--- src/rtl/counter_pkg.sv ---
// Shared constants and parameter-legality helper for the up/down modulo counter family.
package counter_pkg;

   localparam logic DIR_UP   = 1'b1;
   localparam logic DIR_DOWN = 1'b0;

   function automatic bit modulo_legal(input int width, input longint modulo);
      return (width >= 32'sd1) && (width <= 32'sd62) &&
             (modulo >= 64'sd2) && (modulo <= (64'sd1 <<< width));
   endfunction

endpackage

--- src/rtl/counter_updown_mod_edge_sync_rise.sv ---
// Two-flop synchronizer plus edge flop; flags each rising edge of an asynchronous level.
module edge_sync_rise (
   input  logic clk,
   input  logic clr_n,
   input  logic async_in,
   output logic step_pulse,
   output logic step_seen
);

   logic s1_r;
   logic s2_r;
   logic s3_r;
   logic seen_r;

   // Shift chain; seen_r is loaded with the next value of step_pulse so both line up.
   always_ff @(posedge clk or negedge clr_n) begin
      if (!clr_n) begin
         s1_r   <= 1'b0;
         s2_r   <= 1'b0;
         s3_r   <= 1'b0;
         seen_r <= 1'b0;
      end else begin
         s1_r   <= async_in;
         s2_r   <= s1_r;
         s3_r   <= s2_r;
         seen_r <= s1_r & ~s2_r;
      end
   end

   assign step_pulse = s2_r & ~s3_r;
   assign step_seen  = seen_r;

endmodule

--- src/rtl/counter_updown_mod.sv ---
// Parametrised up/down modulo counter with parallel load, wrap/saturate mode,
// terminal flags and an on-chip step_in synchronizer.
module counter_updown_mod
   import counter_pkg::*;
#(
   parameter int WIDTH    = 4,
   parameter int MODULO   = 16,
   parameter bit SATURATE = 1'b0
) (
   input  logic             clk,
   input  logic             clr_n,
   input  logic             step_in,
   input  logic             en,
   input  logic             up,
   input  logic             sclr,
   input  logic             load,
   input  logic [WIDTH-1:0] load_val,
   output logic [WIDTH-1:0] q,
   output logic             is_all_zero,
   output logic             is_max,
   output logic             wrap,
   output logic             step_seen
);

   localparam logic [WIDTH-1:0] ZERO    = {WIDTH{1'b0}};
   localparam logic [WIDTH-1:0] ONE     = {{(WIDTH-1){1'b0}}, 1'b1};
   localparam logic [WIDTH-1:0] MAX_VAL = WIDTH'(MODULO - 1);

   if (!modulo_legal(WIDTH, MODULO)) begin : g_param_check
      $error("counter_updown_mod: MODULO must satisfy 2 <= MODULO <= 2**WIDTH");
   end

   logic             step_pulse_s;
   logic             cnt_s;
   logic [WIDTH-1:0] q_r;
   logic [WIDTH-1:0] q_next_s;
   logic             wrap_r;
   logic             wrap_next_s;

   edge_sync_rise u_step_sync (
      .clk        (clk),
      .clr_n      (clr_n),
      .async_in   (step_in),
      .step_pulse (step_pulse_s),
      .step_seen  (step_seen)
   );

   // A simultaneous en and step pulse merge into one count.
   assign cnt_s = en | step_pulse_s;

   // Priority mux: sclr, then load, then count, then hold. Bound checks happen
   // before the add/subtract so MODULO = 2**WIDTH never overflows.
   always_comb begin
      q_next_s    = q_r;
      wrap_next_s = 1'b0;
      if (sclr) begin
         q_next_s = ZERO;
      end else if (load) begin
         if (load_val > MAX_VAL) begin
            q_next_s = MAX_VAL;
         end else begin
            q_next_s = load_val;
         end
      end else if (cnt_s) begin
         if (up == DIR_UP) begin
            if (q_r != MAX_VAL) begin
               q_next_s = q_r + ONE;
            end else if (SATURATE) begin
               q_next_s = q_r;
            end else begin
               q_next_s    = ZERO;
               wrap_next_s = 1'b1;
            end
         end else begin
            if (q_r != ZERO) begin
               q_next_s = q_r - ONE;
            end else if (SATURATE) begin
               q_next_s = q_r;
            end else begin
               q_next_s    = MAX_VAL;
               wrap_next_s = 1'b1;
            end
         end
      end else begin
         q_next_s = q_r;
      end
   end

   // Count and wrap registers.
   always_ff @(posedge clk or negedge clr_n) begin
      if (!clr_n) begin
         q_r    <= ZERO;
         wrap_r <= 1'b0;
      end else begin
         q_r    <= q_next_s;
         wrap_r <= wrap_next_s;
      end
   end

   assign q           = q_r;
   assign wrap        = wrap_r;
   assign is_all_zero = (q_r == ZERO);
   assign is_max      = (q_r == MAX_VAL);

endmodule

--- config.mk ---
export PLATFORM = sky130hd
export DESIGN_NAME = counter_updown_mod
export DESIGN_NICKNAME = d
export VERILOG_FILES = /design/src/rtl/counter_pkg.sv /design/src/rtl/counter_updown_mod_edge_sync_rise.sv /design/src/rtl/counter_updown_mod.sv
export SDC_FILE = /design/constraint.sdc
export NUM_CORES = 1
export LEC_CHECK = 0
export CAP_MARGIN = 5
export CELL_PAD_IN_SITES_DETAIL_PLACEMENT = 1
export CELL_PAD_IN_SITES_GLOBAL_PLACEMENT = 2
export CORE_MARGIN = 2
export CORE_UTILIZATION = 36
export CTS_CLUSTER_DIAMETER = 40
export DETAILED_ROUTE_END_ITERATION = 8
export DONT_BUFFER_PORTS = 1
export PLACE_DENSITY = 0.84
export SYNTH_ARGS = -nofsm -noshare
export SYNTH_HDL_FRONTEND = slang
export SYNTH_SLANG_ARGS = --single-unit
--- constraint.sdc ---
create_clock -name clk -period 3.5 [get_ports clk]
set_clock_uncertainty 0.2 [all_clocks]
set_input_delay 1.05 -clock clk [delete_from_list [all_inputs] [get_ports clk]]
set_output_delay 1.05 -clock clk [all_outputs]
set_load 0.02 [all_outputs]
* Word-level counts from Yosys, hierarchy flattened
Index checks and enable logic that the tools add are counted.
Word-level totals: flip-flop bits (word level) 9, bits of input ports 11, output and inout port bits 8, logic and storage cells 32
Cells by class: $add $sub $neg 2, order comparisons 1, equality and inequality tests 2, muxes and demuxes 13, bitwise logic cells 5, reductions and logical operators 3
Operator list (count):
- 4-bit 2-to-1 mux | 7
- 1-bit 2-to-1 mux | 6
- 4-bit by 1-bit adder with 4-bit output (second input constant) | 1
- 4-bit equality test (second input constant) | 1
- 4-bit greater-than comparator (second input constant) | 1
- 4-bit zero test | 1
- 4-bit != test (second input constant) | 1
- 4-bit nonzero test | 1
- 4-bit by 1-bit subtractor with 4-bit output (second input constant) | 1
- 3-bit nonzero test | 1
- 1-bit bitwise AND | 2
- 1-bit NOT | 2
- 1-bit bitwise OR | 1

* Depth between registers and ports, before layout
Gate-level depths: netlist (run 1).
depth after elaboration 6, depth in mapped cells 6, depth with buffers taken out 6

* Hierarchy
From an unflattened synthesis (run 1), not the netlist that was laid out.
Unflattened totals: cells, all modules 57, area total of the unflattened synthesis 554.3 µm²
By module, submodules not included:
- counter_updown_mod | instances 1, cells each 51, area an instance 439.2 µm², seq. area each 125.1 µm²
- edge_sync_rise | instances 1, cells each 6, area an instance 115.1 µm², seq. area each 100.1 µm²

* Least setup slack after synthesis (run 1)
Ideal clock, no wire load.
kind reg-to-output, start point reg q_r[0], in the netlist q[0], end point out is_all_zero, arrival time 1.375 ns, required time 2.250 ns, path slack 0.875 ns, cell stages (with the launch flop) 4, buffers on the path 0, cells stage by stage dfrtp_1 -> inv_1 -> ha_1 -> nor3b_1
Between the ends: cells in the longest elaborated chain, start to end 1
Ends and longest elaborated chain:
- from (decl) | RTL line counter_updown_mod.sv:35 | logic [WIDTH-1:0] q_r;
- from (signal assigned) | RTL line counter_updown_mod.sv:95 | q_r <= q_next_s;
- 4-bit zero test | RTL line counter_updown_mod.sv:102 | assign is_all_zero = (q_r == ZERO);
- to (decl) | RTL line counter_updown_mod.sv:19 | output logic is_all_zero,
No other way between the ends.

* Final worst setup path (run 1)
Same ends and word-level chain as after synthesis.

==> results of run 1 <==
final cells by class:
class	instances	share of cell area, %
Clock buffer	4	4.58
Tap cell	15	3.27
Timing Repair Buffer	1	1.31
Multi-Input combinational cell	41	49.7
Sequential cell	9	39.2
Inverter	3	1.96
cell usage in the layout (no fill, tap or decap), types with 2 or more instances in the layout:
cell type  instances
nand2_1            3
a21oi_1            4
dfrtp_1            9
a32o_1             2
nor3_1             2
and3_1             2
mux2i_1            2
nor2_1             4
o21ai_0            2
ha_1               2
nor2b_1            4
clkbuf_4           3
nor3b_1            3
inv_1              3
worst max path at each step:
stage	startpoint	endpoint	slack [ps]	cells after the start
2_1_floorplan	q[0]$_DFFE_PN0P_	is_all_zero	880	3
3_3_place_gp	q[0]$_DFFE_PN0P_	is_all_zero	1040	4
3_5_place_dp	q[0]$_DFFE_PN0P_	is_all_zero	1020	4
4_1_cts	q[0]$_DFFE_PN0P_	is_all_zero	720	4
5_1_grt	q[0]$_DFFE_PN0P_	is_all_zero	650	4
6_report	q[0]$_DFFE_PN0P_	is_all_zero	740	4
metal layers:
metal	wire length (um)	vias to the layer above	track usage, %
li1	-	209	-
met1	514	208	18.0
met2	628	14	27.4
met3	67	0	6.47
met4	0	0	3.75
met5	0	-	0
kinds of logic (layout without fill, tap and decap cells):
| kind of cell | count (synthesis) | after routing | share of synthesized area (%) |
|---|---|---|---|
| adders and majority gates | 2 | 2 | 4.66 |
| muxes | 2 | 2 | 3.73 |
| DFF | 9 | 9 | 42.0 |
| xor gates and xnor gates | 1 | 1 | 1.63 |
| AOI/OAI and AO/OA | 13 | 13 | 16.6 |
| buffers and inverters | 6 | 8 | 4.89 |
| and+or+nand+nor | 23 | 23 | 26.6 |
power breakdown:
group          internal, uW  total [uW]  switching (uW)
logic                  23.1        46.0            22.9
registers               111         130            18.3
clock network          43.8        78.5            34.6
stage by stage:
step / setup WS, ps / util [%] / instance area [um^2] / total power, uW / instances
2_1_floorplan: 875 / - / 537 / 169 / 56
6_report: 745 / 42.5 / 574 / 254 / 73
5_1_grt: 651 / 42.5 / 574 / 276 / 73
3_3_place_gp: 1040 / 40.6 / 548 / 176 / 69
3_5_place_dp: 1020 / 40.6 / 548 / 178 / 69
4_1_cts: 725 / 42.5 / 574 / 260 / 73
worst reg2reg max path, stage by stage, from the launching register on:
cell	delay, ps
dfrtp_1	530
inv_1	150
ha_1	250
nor3b_1	150
o21ai_0	180
nand2_1	80
a32o_1	240
cells in the mapped netlist, drive strengths merged:
library cell,count,area share (%)
nand3,1,0.93
inv,3,2.1
xor2,1,1.6
buf,3,2.8
o32ai,1,1.6
nand2b,1,1.2
nand2,3,2.1
and3,2,2.3
nor3,2,1.9
nand3b,1,1.4
a32o,2,3.7
a22o,1,1.6
nor2,4,2.8
o311ai,1,1.6
a21oi,4,3.7
nor2b,4,4.7
o21bai,1,1.4
nor4,2,5.1
dfrtp,9,42
mux2i,2,3.7
nor3b,3,4.2
o21ai,3,2.8
ha,2,4.7
flip-flops by register name (all words and copies together), names as in the netlist:
signal / cells
q: 4
u_step_sync.s3_r: 1
u_step_sync.step_seen: 1
u_step_sync.s1_r: 1
wrap: 1
u_step_sync.s2_r: 1
==> results.toml, run 1 <==
[cts]
postCtsSetupBuffers = 0
cts_max_level = 1
cts_buffer_depth = 2
clkLatencyLatePin_ps = 260
cts_num_sinks = 9
cts-root-buf = "clkbuf_4"
cts_resized = 0
cts_tree = "done"
cts_made_buffers = 3
clk_pin_slew_worst_paths_ps = 60
hold_buffers = 0

[hold_path]
whs_path_depth = 0
worstHoldStart = "u_step_sync.s1_r$_DFF_PN0_"
holdPathEnd = "u_step_sync.s2_r$_DFF_PN0_"
worst_hold_path_type = "register to register"

[timing]
tightestPinTransition_ps = 450
fmax_mhz = 363
finalHoldViolCount = 0
finalCritPeriodShare_pct = 78.7
min_period_ps = 2760
setup-violations-final = 0
relSlewSlack_pct = 69.8
fin_tns_setup_ps = 0
rsz0062_at_grt = "false"
hold_ws_ps = 172
drv_slew = 0

[worst_setup_path]
r2r_cells = 6
worstSetupPathType = "register to primary output"
slowest_delay_ps = 530
r2r_slack_ps = 1620
crit_family = "flip-flops"
rr_startpoint = "q[0]$_DFFE_PN0P_"
crit_fanout = 6
crit_path_end_kind = "primary output"
cp_slowest_cell = "dfrtp_1"
timing.rr.end = "q[0]$_DFFE_PN0P_"
critPathLaunchType = "register"
cp.buffers_inverters = 2
cp.arrival_ps = 1510
crit_chain = "inv_1 -> ha_1 -> nor3b_1 -> buf_4"
required_ps = 2250

[detailed_routing]
drc_errors = 0
vias = 431
drt-initial-drc-count = 0
wire_per_inst_um = 16.6
routed_via_density = 5.90
wirelength_um = 1210
antenna_left = 0
dr.pass1.iters = 1

[floorplanning]
rows = 13
start_util_pct = 39.8
die_y_um = 42.6
die-width_um = 42.6
die_area_um2 = 1820
coreArea_um2 = 1350
ios = 19

[pwr]
power_density_nw_per_um2 = 442
leakage_uw = 0.000242
peakVddDrop_mv = 0.221

[synthesis]
yosysWarnings = 0
syn_avg_cell_area_um2 = 9.59
synth_cell_types = 25
ys_ff_latch = 9
syn_inst = 56
yosysSeqAreaShare_pct = 42.0
syn_area_um2 = 537
synth_nets = 69

[global_route]
grt_pass1_vias = 468
antenna_found_initial = 0
grt_pass1_wl_um = 2130
grt_max_degree = 13
grt_overflow_total = 0
grt.total_usage_pct = 15.8

[placed_design]
port_buffers = 0
hpwlAfterDp_um = 943
gp_congestion = 0.722

[layout]
finalNetCount = 72
nFillCells = 160
layout-drive-gt1-share_pct = 8.62
regArea_um2 = 225
n_antenna_cell = 0
areaGrowthSynthToFinish_pct = 6.99
multi_input_area_um2 = 285

[job]
drv_cap = 0

[status]
status = "finished clean"
(Power assumes the default switching activity.)
==> run 2: changes to the inputs <==
--- a/config.mk
+++ b/config.mk
@@ -9,11 +9,11 @@
 export CELL_PAD_IN_SITES_DETAIL_PLACEMENT = 1
 export CELL_PAD_IN_SITES_GLOBAL_PLACEMENT = 2
 export CORE_MARGIN = 2
-export CORE_UTILIZATION = 36
+export CORE_UTILIZATION = 30
 export CTS_CLUSTER_DIAMETER = 40
 export DETAILED_ROUTE_END_ITERATION = 8
 export DONT_BUFFER_PORTS = 1
-export PLACE_DENSITY = 0.84
+export PLACE_DENSITY = 0.76
 export SYNTH_ARGS = -nofsm -noshare
 export SYNTH_HDL_FRONTEND = slang
 export SYNTH_SLANG_ARGS = --single-unit
==> constraint.sdc (replaced) <==
create_clock -name clk -period 2.3 [get_ports clk]
set_clock_uncertainty 0.2 [all_clocks]
set_input_delay 0.69 -clock clk [delete_from_list [all_inputs] [get_ports clk]]
set_output_delay 0.69 -clock clk [all_outputs]
set_load 0.02 [all_outputs]
==> results.toml, run 2 (synthesis results as in run 1) <==
[floorplanning]
ios = 19
die_area_um2 = 2140
start_util_pct = 31.4
die-width_um = 46.3
rows = 15
die_y_um = 46.3
coreArea_um2 = 1710

[pwr]
power_density_nw_per_um2 = 647
internal-power_uw = 283
switching_share_pct = 32.5
p_clk_share_pct = 31.0
power_frac_seq_pct = 44.8
pwr-share-comb_pct = 24.2
p_switching_uw = 136
peakVddDrop_mv = 0.261
leakage_uw = 0.000271

[timing]
hold_ws_ps = 167
relSlewSlack_pct = 70.1
layout_setup_ws_ps = 78.6
finalCritPeriodShare_pct = 96.6
min_period_ps = 2220
finalHoldViolCount = 0
tightestPinTransition_ps = 448
drv_slew = 0
fin_tns_setup_ps = 0
setup-violations-final = 0
fmax_mhz = 450

[global_route]
grt_pass1_vias = 442
grt_pass1_wl_um = 2100
grt_overflow_total = 0
grt_max_degree = 13
grt.total_usage_pct = 15.0
antenna_found_initial = 0

[detailed_routing]
drt-initial-drc-count = 3
dr.pass1.iters = 3
antenna_left = 0
wire_per_inst_um = 15.4
routed_via_density = 5.23
wirelength_um = 1360
vias = 460
drc_errors = 0

[cts]
cts_max_level = 1
cts_num_sinks = 9
cts-root-buf = "clkbuf_4"
clkLatencyLatePin_ps = 270
cts_tree = "done"
clk_pin_slew_worst_paths_ps = 70
cts_buffer_depth = 2
cts_made_buffers = 3

[job]
drv_cap = 0

[layout]
areaGrowthSynthToFinish_pct = 20.5
layout-drive-gt1-share_pct = 20.6
layout_commonest_cell = "dfrtp_1"
fin_util_pct = 37.9
n_antenna_cell = 0
finalNetCount = 77
final_cell_mix = "dfrtp_1, buf_4, nor2b_1, nor2_1, a21oi_1"
nFillCells = 197
stdcell_count = 88
largest_register_ffs = 4

[worst_setup_path]
critPathLaunchType = "register"
crit_fanout = 4
crit_chain = "inv_1 -> ha_2 -> nor3b_4 -> buf_4"
cp_slowest_cell = "dfrtp_1"
required_ps = 1410
slowest_delay_ps = 390
crit_path_end_kind = "primary output"
cp.arrival_ps = 1330
worstSetupPathType = "register to primary output"

[placed_design]
preCtsSetupSlack_ps = 285
placed_cells_incl_taps = 83
gp_congestion = 0.738
hpwlAfterDp_um = 1020
port_buffers = 0

[status]
status = "finished clean"

[hold_path]
worst_hold_path_type = "register to register"
## run 2: final timing paths
kind | from | to | slack [ps] | cells after the start
min in group asynchronous | clr_n | q[3]$_DFFE_PN0P_ | 600 | 1
max | q[0]$_DFFE_PN0P_ | is_all_zero | 80 | 4
min reg2reg | u_step_sync.s1_r$_DFF_PN0_ | u_step_sync.s2_r$_DFF_PN0_ | 170 | 0
max reg2reg | q[0]$_DFFE_PN0P_ | q[0]$_DFFE_PN0P_ | 660 | 6
max in group asynchronous | clr_n | q[2]$_DFFE_PN0P_ | 1000 | 1
min | u_step_sync.s1_r$_DFF_PN0_ | u_step_sync.s2_r$_DFF_PN0_ | 170 | 0
## run 2: timing repair
| action | in CTS | in global routing |
|---|---|---|
| resized for setup | 1 | 4 |
| setup endpoints to repair | 1 | 2 |
| hold buffers | 1 | 0 |
| pin swaps | 0 | 0 |
| hold endpoints to repair | 9 | 0 |
| setup buffers | 0 | 0 |
## run 2: critical path, delay by kind of cell, from the launching register on
kind	cells	cell delay, ps
flops	1	390
buf+inv	2	280
fa+ha+maj	1	210
simple gates	1	190
## run 2: final cells by class
cell class,count,area (um^2),area share (%)
Multi-Input combinational cell,41,304,47.0
Sequential cell,9,225,34.8
Timing Repair Buffer,6,47.5,7.35
Tap cell,25,31.3,4.84
Clock buffer,3,22.5,3.48
Inverter,3,11.3,1.74
Clock inverter,1,5.00,0.774
## run 2: power by group through the flow
stage / combinational (uW) / sequential [uW] / clock [uW]
CTS: 97.8 / 186 / 132
global placement: 91.0 / 187 / 0
global route: 112 / 190 / 144
floorplan: 64.2 / 193 / 0
finish: 102 / 187 / 130
detailed placement: 91.1 / 188 / 0
## run 2: stage by stage
stage                     total power (uW)  area [um^2]
after floorplan                        257          537
after global routing                   446          647
final                                  419          647
after global placement                 278          591
after CTS                              416          633
after detailed placement               279          591
## run 2: per-layer routing
metal	global-route usage (%)	up-vias	wire [um]
li1	-	218	-
met1	19.0	222	609
met2	21.7	15	627
met3	3.14	5	76
met4	12.0	0	42
met5	0	-	0
==> variant 1, RTL diff (config.mk and constraints of run 1) <==
`WIDTH`: 4 -> 6.
--- a/src/rtl/counter_updown_mod.sv
+++ b/src/rtl/counter_updown_mod.sv
@@ -3,7 +3,7 @@
 module counter_updown_mod
    import counter_pkg::*;
 #(
-   parameter int WIDTH    = 4,
+   parameter int WIDTH    = 6,
    parameter int MODULO   = 16,
    parameter bit SATURATE = 1'b0
 ) (
Ports: changed (resized load_val and q); port bits go from 19 to 23. The function was not compared with the original's and may differ.
==> variant 1 against run 1 <==
  * Area after synthesis is 45% higher
  * Wire length is 71% higher
  * Sequential share of layout area fell by 5.5 points
  * Design area increased by 42%
  * Setup slack worse by 0.17 ns
  * Power increased by 27%
  * Sequential cell count up 2
  * Combinational power rose by 55%
  * Via count grew 61%
  * Global-route usage increased by 2.0 points
  * Hold slack better by 0.0036 ns
==> variant 1: results (changes against run 1) <==
| Metric | Value |
|---|---|
| Status | finished, final reports clean |
| Mapped Nets | 102 (+48%) |
| Worst hold slack | 0.175 ns (+0.00360 ns) |
| R2R setup slack | 1.32 ns (-0.30 ns) |
| Cells after synthesis | 86 (+54%) |
| FF-to-FF path depth | 5 (-1) |
| Post-synth top cells | dfrtp_1 (11), inv_1 (8), a21oi_1 (6), o21ai_0 (6), nor2_1 (5) |
| Number of flip-flops in the largest register | 6 (+2) |
| Gr usage total | 0.179 (+0.0203) |
| WL final | 2.07 mm (+71%) |
| DRT Pass-1 Iters | 4 (+3) |
| Layout cell share with drive strength beyond 1 | 0.102 (+0.0161) |
| Layout Cells excl Fill | 115 (+58%) |
| First-pass GRT wire length | 3.42 mm (+61%) |
| Via count | 692 (+61%) |
| Post-synthesis sequential area ratio | 0.355 (-0.0647) |
| Nets | 105 (+46%) |
| Placed cell area | 790 um^2 (+44%) |
| Critical path peak fanout | 8 (+2) |
| Post-DP HPWL | 1.59 mm (+68%) |
| Final TNS setup | 0 ns (unchanged) |
| Top cells by area, synth | dfrtp_1 (35%), ha_1 (4.8%), a21oi_1 (3.9%), o21ai_0 (3.9%), inv_1 (3.9%) |
| FF-to-FF End | q[2] |
| Gp weighted congestion | 0.756 (+4.7%) |
| DR iter-0 viols | 16 (+16) |
| Leak | 0.000327 uW (+35%) |
| Vias in the first global route | 708 (+51%) |
| Fillcell total | 238 (+49%) |
| DP Worst Slack | 0.881 ns (-0.136 ns) |
| Synth unique cells | 39 (+56%) |
| Clk pin slew, worst setup/hold paths | 0.08 ns (+0.02 ns) |
| Crit path arrival time | 1.68 ns (+0.17 ns) |
==> variant 1: cell type report <==
| class | instances | area (um^2) | area share |
|---|---|---|---|
| clock buffer | 4 | 26.3 | 0.0322 |
| timing repair buffer | 1 | 7.51 | 0.00920 |
| multi-input combinational | 64 | 443 | 0.543 |
| inverter | 8 | 30.0 | 0.0368 |
| sequential | 11 | 275 | 0.337 |
| tap | 27 | 33.8 | 0.0414 |
==> variant 1: power breakdown <==
part / internal, uW / switching [uW] / leakage [uW]
logic: 31.7 / 39.8 / 0.000174
clock network: 44.1 / 45.3 / 0.0000150
registers: 135 / 26.7 / 0.000139
total: 211 / 112 / 0.000327
==> variant 1: cell families (layout without fill, tap and decap cells) <==
kind of cell / Yosys count / count (layout) / share of synthesized area
multiplexers: 1 / 1 / 0.0129
adder cells (fa/ha/maj): 3 / 3 / 0.0484
flip-flops: 11 / 11 / 0.355
AND/OR/NAND/NOR: 26 / 26 / 0.197
AO/OA/AOI/OAI: 32 / 32 / 0.290
XOR/XNOR: 2 / 2 / 0.0226
buffers and inverters: 11 / 13 / 0.0742
==> variant 1: how the worst max path moves through the flow <==
stage	from	endpoint	slack [ns]	cells past startpoint
floorplan	q[0]	is_max	0.77	3
global placement	q[0]	is_max	0.92	4
detailed placement	q[0]	is_max	0.88	4
CTS	q[0]	is_max	0.58	4
global route	q[0]	is_max	0.46	4
finish	q[1]	is_max	0.57	4
==> variant 1: routing by layer <==
layer	share of wire	track usage	vias to the layer above
met5	0	0	-
met4	0.0063	0.0495	0
met3	0.062	0.0536	2
met2	0.46	0.287	19
met1	0.48	0.232	340
li1	-	-	331
==> variant 1: critical path, stage by stage, from the launching register on <==
cell,delay [ns]
dfrtp_1,0.59
ha_1,0.28
nand3_1,0.15
nor3_1,0.20
buf_4,0.19
==> variant 2, RTL diff (flow settings as in run 1) <==
Made on the original files. Register the input `load` before use, cleared by the reset. The logic sees it one clock later. The other inputs are not delayed to match.
--- a/src/rtl/counter_updown_mod.sv
+++ b/src/rtl/counter_updown_mod.sv
@@ -25,6 +25,16 @@
    localparam logic [WIDTH-1:0] ZERO    = {WIDTH{1'b0}};
    localparam logic [WIDTH-1:0] ONE     = {{(WIDTH-1){1'b0}}, 1'b1};
    localparam logic [WIDTH-1:0] MAX_VAL = WIDTH'(MODULO - 1);
+
+   logic load_q;
+
+   always_ff @(posedge clk or negedge clr_n) begin
+      if (!clr_n) begin
+         load_q <= '0;
+      end else begin
+         load_q <= load;
+      end
+   end
 
    if (!modulo_legal(WIDTH, MODULO)) begin : g_param_check
       $error("counter_updown_mod: MODULO must satisfy 2 <= MODULO <= 2**WIDTH");
@@ -55,7 +65,7 @@
       wrap_next_s = 1'b0;
       if (sclr) begin
          q_next_s = ZERO;
-      end else if (load) begin
+      end else if (load_q) begin
          if (load_val > MAX_VAL) begin
             q_next_s = MAX_VAL;
          end else begin
Check against the original RTL: not equivalent (a bounded check fails within 4 cycles, from zero or initial values).
==> variant 2 against run 1 <==
  * Setup slack better by 0.0036 ns
  * Non-clock buffer count stayed put
  * Utilization shrank 2.5 points
  * Sequential cell count grew 1
  * Highest routed layer unchanged
  * Power hardly changed
  * Critical path type unchanged
  * Sequential share of layout area increased by 2.7 points
  * Wire length is 8.0% lower
  * Largest power group unchanged
  * Design area rose by 3.9%
  * Area after synthesis grew 5.4%
  * Largest cell class unchanged
  * Synthesized cell count did not move
==> variant 2: results (changes against run 1) <==
| Metric | Value |
|---|---|
| Gr usage total | 0.132 (-0.0263) |
| Gp weighted congestion | 0.717 (-0.73%) |
| Nets | 73 (+1.4%) |
| Post-synthesis mux area share | 0.0553 (+0.0180) |
| Status | finished, final reports clean |
| Largest net degree at the start of global routing | 11 (-2) |
| RR Startpoint | q[0] |
| Post-synthesis sequential area ratio | 0.442 (+0.0229) |
| Top delay family on crit path | flip-flops |
| Synth warn | 0 (unchanged) |
| Post-synthesis xor/xnor area fraction | 0.0310 (+0.0147) |
| Leak | 0.000257 uW (+6.1%) |
| DR iter-0 viols | 3 (+3) |
| Clk pin slew, worst setup/hold paths | 0.06 ns (about the same) |
| Synth Area in Compound Gates | 0.184 (+0.0181) |
| Asr flop ratio synth | 1.00 (unchanged) |
| Post-DP HPWL | 909 um (-3.6%) |
| Root buf cell | clkbuf_4 |
| Number of flip-flops in the largest register | 4 (unchanged) |
| WL/cell | 15.0 um (-9.3%) |
| Vias in the first global route | 430 (-8.1%) |
| Worst-Margin Slew | 0.452 ns (+0.00199 ns) |
| Top cells by area, synth | dfrtp_1 (44%), ha_1 (4.4%), mux2i_1 (3.5%), o21ai_0 (3.5%), nor2_1 (3.3%) |
| Critical path peak fanout | 9 (+3) |
| Synth Area in Adders | 0.0442 (-0.00237) |
| Synth unique cells | 29 (+16%) |
| DRT Pass-1 Iters | 2 (+1) |
| Layout cell share with drive strength beyond 1 | 0.138 (+0.0517) |
| CTS Buffer Depth | 2 (unchanged) |
| Vias per std cell | 5.62 (-4.8%) |
| VDD IR max | 0.325 mV (+47%) |
| First-pass GRT wire length | 1.84 mm (-14%) |
| Min-delay src | u_step_sync.s1_r |
| Initial antenna violation count | 0 (unchanged) |
| Worst Setup Path Type | flop to primary output |
| Inserted Clock Buffers | 3 (unchanged) |
| IO buf count | 0 (unchanged) |
| Worst path max stage delay | 0.59 ns (+0.06 ns) |
| Fillcell total | 173 (+8.1%) |
| Post-synth top cells | dfrtp_1 (10), nor2_1 (5), inv_1 (4), o21ai_0 (4) |
## variant 2: cell count changes after synthesis, moves of 2 or more
cell / before / now
and3_1: 2 / 0
nor3b_1: 3 / 1
nor2b_1: 4 / 2
buf_2: 3 / 0
a21oi_1: 4 / 1
a31oi_1: 0 / 2
o21ai_0: 2 / 4
a32o_1: 2 / 0
a211oi_1: 0 / 2
## variant 2: final timing paths
path | to | slack [ns] | depth (start not counted)
hold reg to reg | u_step_sync.s2_r | 0.17 | 0
max in group asynchronous | q[2] | 2.74 | 0
hold / removal | u_step_sync.s2_r | 0.17 | 0
min in group asynchronous | q[0] | 0.29 | 0
setup reg to reg | q[2] | 1.56 | 6
setup / recovery | is_all_zero | 0.75 | 4
## variant 2: layout make-up
type	instances	share of cell area
multi-input cells	40	0.472
flip-flops and latches	10	0.419
clock buffers	3	0.0377
well taps	16	0.0335
inverters	4	0.0252
repair buffers	1	0.0126
## variant 2: per-stage QoR
step | worst slack, ns | hold WS [ns] | utilization | instance area (um^2) | std cells
after floorplan | 0.905 | 0.147 | - | 566 | 56
after global placement | 1.05 | 0.154 | 0.386 | 574 | 71
after detailed placement | 1.02 | 0.156 | 0.386 | 574 | 71
after CTS | 0.732 | 0.169 | 0.401 | 597 | 74
after global routing | 0.644 | 0.187 | 0.401 | 597 | 74
final | 0.748 | 0.165 | 0.401 | 597 | 74
## variant 2: cell families after synthesis
kind of cell | count (synthesis)
AOI/OAI and AO/OA | 14
xor gates and xnor gates | 2
adders and majority gates | 2
buffers and inverters | 6
DFF | 10
muxes | 3
and+or+nand+nor | 19
## variant 2: per-layer routing
layer,vias up,part of all wire,track usage
li1,209,-,-
met1,190,0.47,0.176
met2,17,0.43,0.194
met3,0,0.098,0.0833
met4,0,0,0
met5,-,0,0
## variant 2: where the power goes
| part | leakage, uW | internal (uW) | switching, uW |
|---|---|---|---|
| sequential | 0.000125 | 123 | 18.3 |
| combinational | 0.000119 | 20.5 | 21.4 |
| clock | 0.0000138 | 39.3 | 31.5 |
| total | 0.000257 | 183 | 71.2 |
